==> config.mk <==
export PLATFORM = sky130hd
export DESIGN_NAME = mem_port_arbiter
export DESIGN_NICKNAME = d
export VERILOG_FILES = /design/src/rtl/mem_port_arbiter.sv
export SDC_FILE = /design/constraint.sdc
export NUM_CORES = 1
export LEC_CHECK = 0
export BUFFER_PORTS_ARGS = -buffer_cell sky130_fd_sc_hd__buf_4
export CAP_MARGIN = 20
export CORE_AREA = 2 2 108 110
export DETAILED_ROUTE_END_ITERATION = 10
export DIE_AREA = 0 0 110 112
export GPL_TIMING_DRIVEN = 0
export PLACE_DENSITY = 0.58
export SLEW_MARGIN = 30
export SYNTH_ARGS = -nofsm -noshare
export SYNTH_HDL_FRONTEND = slang
export SYNTH_SLANG_ARGS = --single-unit
==> constraint.sdc <==
create_clock -name clk -period 2.6 [get_ports clk]
set_input_delay 0.39 -clock clk [delete_from_list [all_inputs] [get_ports clk]]
set_output_delay 0.39 -clock clk [all_outputs]
set_load 0.005 [all_outputs]
==> src/rtl/mem_port_arbiter.sv <==
// mem_port_arbiter: shares one memory port between fetch and load/store, tracking
// outstanding owners in order and dropping fetch responses stale after a flush.
module mem_port_arbiter #(
  parameter int MAX_OUTSTANDING = 2,
  parameter int STARVE_LIMIT = 4
) (
  input  logic        clk,
  input  logic        rstn,
  input  logic        instr_req_i,
  input  logic [31:0] instr_addr_i,
  output logic        instr_gnt_o,
  output logic        instr_rvalid_o,
  output logic [31:0] instr_rdata_o,
  output logic        instr_err_o,
  input  logic        instr_flush_i,
  input  logic        data_req_i,
  input  logic        data_we_i,
  input  logic [3:0]  data_be_i,
  input  logic [31:0] data_addr_i,
  input  logic [31:0] data_wdata_i,
  output logic        data_gnt_o,
  output logic        data_rvalid_o,
  output logic [31:0] data_rdata_o,
  output logic        data_err_o,
  output logic        mem_req_o,
  output logic        mem_we_o,
  output logic [3:0]  mem_be_o,
  output logic [31:0] mem_addr_o,
  output logic [31:0] mem_wdata_o,
  input  logic        mem_gnt_i,
  input  logic        mem_rvalid_i,
  input  logic [31:0] mem_rdata_i,
  input  logic        mem_err_i,
  output logic        protocol_err_o
);
  localparam int PW = MAX_OUTSTANDING > 1 ? $clog2(MAX_OUTSTANDING) : 1;
  localparam int CW = $clog2(MAX_OUTSTANDING + 1);
  localparam int SW = $clog2(STARVE_LIMIT + 1);

  typedef enum logic {IDLE, LOCKED} state_t;

  state_t                     state;
  logic                       lock_data;
  logic [SW-1:0]              starve_cnt;
  logic [MAX_OUTSTANDING-1:0] owner_q, disc_q;
  logic [PW-1:0]              rd_ptr, wr_ptr;
  logic [CW-1:0]              cnt;
  logic empty, full, pop, push, block, locked_hold, pick_instr, sel_instr, sel_data;

  assign empty = cnt == '0;
  assign full  = cnt == CW'(MAX_OUTSTANDING);
  assign pop   = mem_rvalid_i & ~empty;
  assign block = full & ~pop;

  // A starved fetch overrides the default data-first priority.
  assign pick_instr  = instr_req_i & (~data_req_i | starve_cnt == SW'(STARVE_LIMIT));
  assign locked_hold = state == LOCKED & (lock_data ? data_req_i : instr_req_i);
  assign sel_data    = locked_hold ? lock_data : data_req_i & ~pick_instr;
  assign sel_instr   = locked_hold ? ~lock_data : pick_instr;

  assign mem_req_o   = rstn & (sel_data | sel_instr) & ~block;
  assign push        = mem_req_o & mem_gnt_i;
  assign instr_gnt_o = push & sel_instr;
  assign data_gnt_o  = push & sel_data;
  assign mem_we_o    = sel_data & data_we_i;
  assign mem_be_o    = sel_data ? data_be_i : 4'hf;
  assign mem_addr_o  = sel_data ? data_addr_i : instr_addr_i;
  assign mem_wdata_o = sel_data ? data_wdata_i : '0;

  // A flush in the same cycle also kills the fetch response being popped.
  assign data_rvalid_o  = pop & owner_q[rd_ptr];
  assign instr_rvalid_o = pop & ~owner_q[rd_ptr] & ~disc_q[rd_ptr] & ~instr_flush_i;
  assign instr_rdata_o  = mem_rdata_i;
  assign data_rdata_o   = mem_rdata_i;
  assign instr_err_o    = mem_err_i;
  assign data_err_o     = mem_err_i;

  always_ff @(posedge clk or negedge rstn) begin
    if (!rstn) begin
      state          <= IDLE;
      lock_data      <= 1'b0;
      starve_cnt     <= '0;
      protocol_err_o <= 1'b0;
    end else begin
      state          <= (mem_req_o & ~mem_gnt_i) ? LOCKED : IDLE;
      lock_data      <= sel_data;
      starve_cnt     <= (~instr_req_i | instr_gnt_o) ? '0 : starve_cnt + SW'(starve_cnt != SW'(STARVE_LIMIT));
      protocol_err_o <= protocol_err_o | (mem_rvalid_i & empty);
    end
  end

  // Discard bits of free slots may go stale; a push always rewrites them.
  always_ff @(posedge clk or negedge rstn) begin
    if (!rstn) begin
      owner_q <= '0;
      disc_q  <= '0;
      rd_ptr  <= '0;
      wr_ptr  <= '0;
      cnt     <= '0;
    end else begin
      if (instr_flush_i) disc_q <= disc_q | ~owner_q;
      if (push) begin
        owner_q[wr_ptr] <= sel_data;
        disc_q[wr_ptr]  <= 1'b0;
        wr_ptr          <= (wr_ptr == PW'(MAX_OUTSTANDING - 1)) ? '0 : wr_ptr + PW'(1);
      end
      if (pop) rd_ptr <= (rd_ptr == PW'(MAX_OUTSTANDING - 1)) ? '0 : rd_ptr + PW'(1);
      cnt <= cnt + CW'(push) - CW'(pop);
    end
  end
endmodule

Word level (Yosys, flattened, before mapping)
Cells that the tools add are included.

Multipliers: 0. Magnitude comparators: 3. $add $sub $neg: 5. Equality and inequality tests: 3. Reduce and logical (&&, ||, !) cells: 2. Mux-type cells: 19. Bitwise gates (word level): 36. Shift operators: 0. Div/mod/pow operators: 0.

Operator list (number): two-way mux 32 bit (2); AND 1 bit (17); two-way mux 1 bit (11); inverter 1 bit (11); < comparator 1 x 2 -> 1 bit, second input constant (2); two-way mux 2 bit (2); two-way mux 4 bit (1); inverter 2 bit (2); OR 1 bit (4); adder 3 x 1 -> 3 bit (1); == test 3 bit, second input constant (1); two-way mux 3 bit (1); inequality test 3 bit, second input constant (1); adder 1 bit, second input constant (2); adder 2 x 1 -> 2 bit (1); AND 2 bit (1); bitwise mux 2 bit (1); == test 2 bit, second input constant (1); zero test 2 bit (1); OR 2 bit (1); subtractor 2 x 1 -> 2 bit (1); demux 1 bit (select 1 bit) (1); >= comparator 1 bit, second input constant (1); logical AND 1 bit (1).

Bits in writable memories: 0. Bits in latches: 0. Memory bits (read-only): 0. Register bits: 14. Output and inout bits: 141. Memories kept: 0.

Depth between registers and ports, before layout
Depth in word-level cells: 13. Mapped depth: 8. Gate-level depth less buffers: 8.

Least setup slack after synthesis
Ideal clock, no wire load.

Path type: register to output. From: register starve_cnt[0]. To: output port mem_addr_o[10]. Path buffers: 1. Data required time: 2.210 ns. Data arrival time: 1.422 ns. Stages on the path, launching flop included: 7. Path slack: 0.788 ns. Path through: dfrtp_1 inv_1 ha_1 nand4b_1 nand3_4 clkbuf_8 mux2_2.

Cells in the longest elaborated chain, start to end: 7.

RTL lines: start, declared (RTL line 44) `logic [SW-1:0] starve_cnt;`; start signal, assigned (RTL line 87) `starve_cnt <= (~instr_req_i | instr_gnt_o) ? '0 : starve_cnt + SW'(starve_cnt != SW'(STARVE_LIMIT));`; == test 3 bit (RTL line 56) `assign pick_instr = instr_req_i & (~data_req_i | starve_cnt == SW'(STARVE_LIMIT));`; OR 1 bit (RTL line 56); AND 1 bit (RTL line 56); inverter 1 bit (RTL line 58) `assign sel_data = locked_hold ? lock_data : data_req_i & ~pick_instr;`; AND 1 bit (RTL line 58); two-way mux 1 bit (RTL line 58); two-way mux 32 bit (RTL line 67) `assign mem_addr_o = sel_data ? data_addr_i : instr_addr_i;`; end, declared (RTL line 28) `output logic [31:0] mem_addr_o,`.

Every way passes these cells.

Final worst setup path
From: input port rstn. To: register cnt[1].

Cells in the longest elaborated chain, start to end: 5.

RTL lines: start, declared (RTL line 8) `input logic rstn,`; AND 1 bit (2 in a row) (RTL line 61) `assign mem_req_o = rstn & (sel_data | sel_instr) & ~block;`; AND 1 bit (RTL line 62) `assign push = mem_req_o & mem_gnt_i;`; adder 2 x 1 -> 2 bit (RTL line 108) `cnt <= cnt + CW'(push) - CW'(pop);`; subtractor 2 x 1 -> 2 bit (RTL line 108); end signal, assigned (RTL line 108); end, declared (RTL line 47) `logic [CW-1:0] cnt;`.

Every way passes these cells. A chain may end at the register's enable or synchronous reset.

==> reports/qor.txt <==
Post-Place Worst Slack -> 421 ps
CTS tree -> built
Clk Tree Root Cell -> clkbuf_16
sw frac -> 0.283
GRT Util Overall -> 0.105
delay-heaviest family, CP -> buffers and inverters
setup repair after global routing missed its margin -> no
total grt overflow -> 0
fill cell count -> 1142
antenna cells -> 0
#FFs+latches synth -> 14
Post-Place Cells -> 600
Flop pwr share -> 0.240
final slew viol count -> 0
top-area cell type share of the netlist area -> 0.256
share of cells above drive strength 1 -> 0.825
largest net degree at the start of global routing -> 17
vias in the first global route -> 2211
global placement routability congestion -> 0.790
CORE AREA -> 11200 µm²
Mapped Cells -> 209
per-cell routed wire length -> 12.2 µm
Setup Crit Path Kind -> in2reg
largest cells by area after synthesis -> buf_4 (26%), mux2_2 (19%), dfrtp_1 (18%)
synthesized area per cell -> 9.27 µm²
Psw -> 0.415 mW
Gate power share -> 0.540
Routed Wire Length -> 7.36 mm
clock share of power -> 0.219
Synth cell types -> 31
post-route clock skew -> 4.91 ps
# rows -> 39
startpoint types -> input pin
Max Cap Violations -> 0
Setup violations, final -> 0
Post-DP Area -> 3980 µm²
final hold viol count -> 0
DR pass1 iterations -> 3
area leader, netlist -> buf_4
# IOs -> 282
slew of the pin with the lowest slew margin -> 490 ps
Fin Setup TNS -> 0 ps
top post-synthesis cells by count -> buf_4 (66), mux2_2 (33), and2_4 (20)
CTS Buffer Depth -> 2
total chip power -> 1.46 mW
top-count cell post-synth -> buf_4
Synth async-reset ratio -> 1.00
P_int -> 1.05 mW
CP peak stage delay -> 520 ps
crit path capture type -> flip-flop
Post-DRT Antenna Nets -> 0
CP max FO -> 16
vias -> 2297
Hold Path Class -> in2reg
fin util -> 0.365
CTS-repair resized insts -> 0
TritonCTS Buffers -> 3
WHS -> 314 ps
Worst Setup SP -> rstn
register area share after synthesis -> 0.181
Final Non-Filler Cells -> 605
required time of the worst setup path -> 2770 ps
CTS sink count -> 14
# DRC -> 0
post-route cell area -> 4080 µm²
die width -> 110 µm
fmax -> 411 MHz
WP data arrival -> 2600 ps
power per standard cell area -> 359 nW/µm²
total die area -> 12300 µm²
Rel. slew slack -> 0.670
CTS clk-pin slew, worst paths -> 50 ps
port bufs -> 248
htree depth -> 1
Final nets -> 608
period utilization -> 0.935
worst skew pair latency -> 240 ps
Hold Startpoint -> mem_gnt_i
post-synthesis net count -> 354
Max IR drop VDD -> 323 µV
dpl hpwl -> 6.61 mm
vias per cell -> 3.80
worst-path cell chain -> dlygate4sd3_1 -> buf_4 -> o211ai_1 -> nor2_1 -> inv_1 -> ha_1 -> inv_1 -> ha_1 -> xnor2_1 -> xnor2_1
outcome -> completed
Die H -> 112 µm
crit path buf inv count -> 4
initial core utilization -> 0.173
worst setup margin -> 169 ps
yosys warns -> 0
global-route wire length before repair -> 10.3 mm
worst r2r src -> cnt[1]$_DFF_PN0_
Lkg Pwr -> 2.21 nW
area grow syn2layout -> 110%
Critical Path Slowest Stage Cell -> dlygate4sd3_1
ys flop type -> dfrtp_1
mapped cell area -> 1940 µm²
fin crit period -> 2430 ps
First DRT Iteration DRCs -> 77
initial antenna violation count -> 0
Setup Fix Bufs, Post-CTS -> 0
number of flops mapped to enable cells by yosys -> 0
## cell families after synthesis
kind of cell / synth area share
AOI/OAI and AO/OA: 0.0310
xor gates and xnor gates: 0.0271
adders and majority gates: 0.0258
buffers and inverters: 0.318
DFF: 0.181
muxes: 0.207
and+or+nand+nor: 0.209
## area by class of cell
cell class / count / area, µm² / area share
plain buffers: 73 / 581 / 0.142
clock buffers: 4 / 88.8 / 0.0218
inverters: 9 / 36.3 / 0.00890
multi-input cells: 113 / 970 / 0.238
flip-flops and latches: 14 / 350 / 0.0859
well taps: 143 / 179 / 0.0439
repair buffers: 249 / 1870 / 0.459
## final timing paths
path,end,slack [ps],depth (start not counted)
min in group asynchronous,cnt[1]$_DFF_PN0_,540,2
max in group asynchronous,rd_ptr$_DFFE_PN0P_,1880,2
worst min register to register,protocol_err_o$_DFF_PN0_,450,1
worst min-delay path,state$_DFF_PN0_,310,2
worst max register to register,cnt[1]$_DFF_PN0_,650,8
worst max-delay path,cnt[1]$_DFF_PN0_,170,10
## worst reg2reg max path: stages, from the launching register on
cell and delay (ps):
dfrtp_1 410, nor3b_2 210, nor2_1 360, inv_1 100
ha_1 290, inv_1 40, ha_1 180, xnor2_1 170
xnor2_1 140
## power by group through the flow
stage	Combinational (mW)	Sequential, mW	Clock, mW
2_1_floorplan	0.400	0.338	0
3_3_place_gp	0.789	0.349	0
3_5_place_dp	0.804	0.352	0
5_1_grt	0.870	0.362	0.341
6_report	0.792	0.352	0.322
4_1_cts	0.808	0.350	0.328
## routing by layer
layer,routed length [µm],track usage
met2,3960,0.202
met5,0,0
met1,2190,0.102
met3,1200,0.0498
met4,11,0.0127
## cell usage in the layout (no fill, tap or decap), drive strengths merged, types with 2 or more instances in the layout
cell type,netlist,layout
nand2b,5,5
xnor2,4,4
nor3,3,3
xor2,2,2
inv,9,9
a21oi,4,4
mux2,33,33
nor3b,2,2
o21ai,2,2
buf,71,319
dfrtp,14,14
o211ai,2,2
and2,33,33
mux2i,3,3
nor2,6,6
clkbuf,2,6
ha,4,4
nand2,3,3
## state kept, by name (all words and copies together), names as in the netlist
| name | flops |
|---|---|
| protocol_err_o | 1 |
| wr_ptr | 1 |
| owner_q | 2 |
| state | 1 |
| disc_q | 2 |
| rd_ptr | 1 |
| lock_data | 1 |
| cnt | 2 |
| starve_cnt | 3 |
## what timing repair did
| item | CTS | global route |
|---|---|---|
| endpoints found under the hold margin | 8 | 0 |
| setup endpoints to repair | 0 | 0 |
| hold buffers | 1 | 0 |
Power figures use the tool's default switching activity.
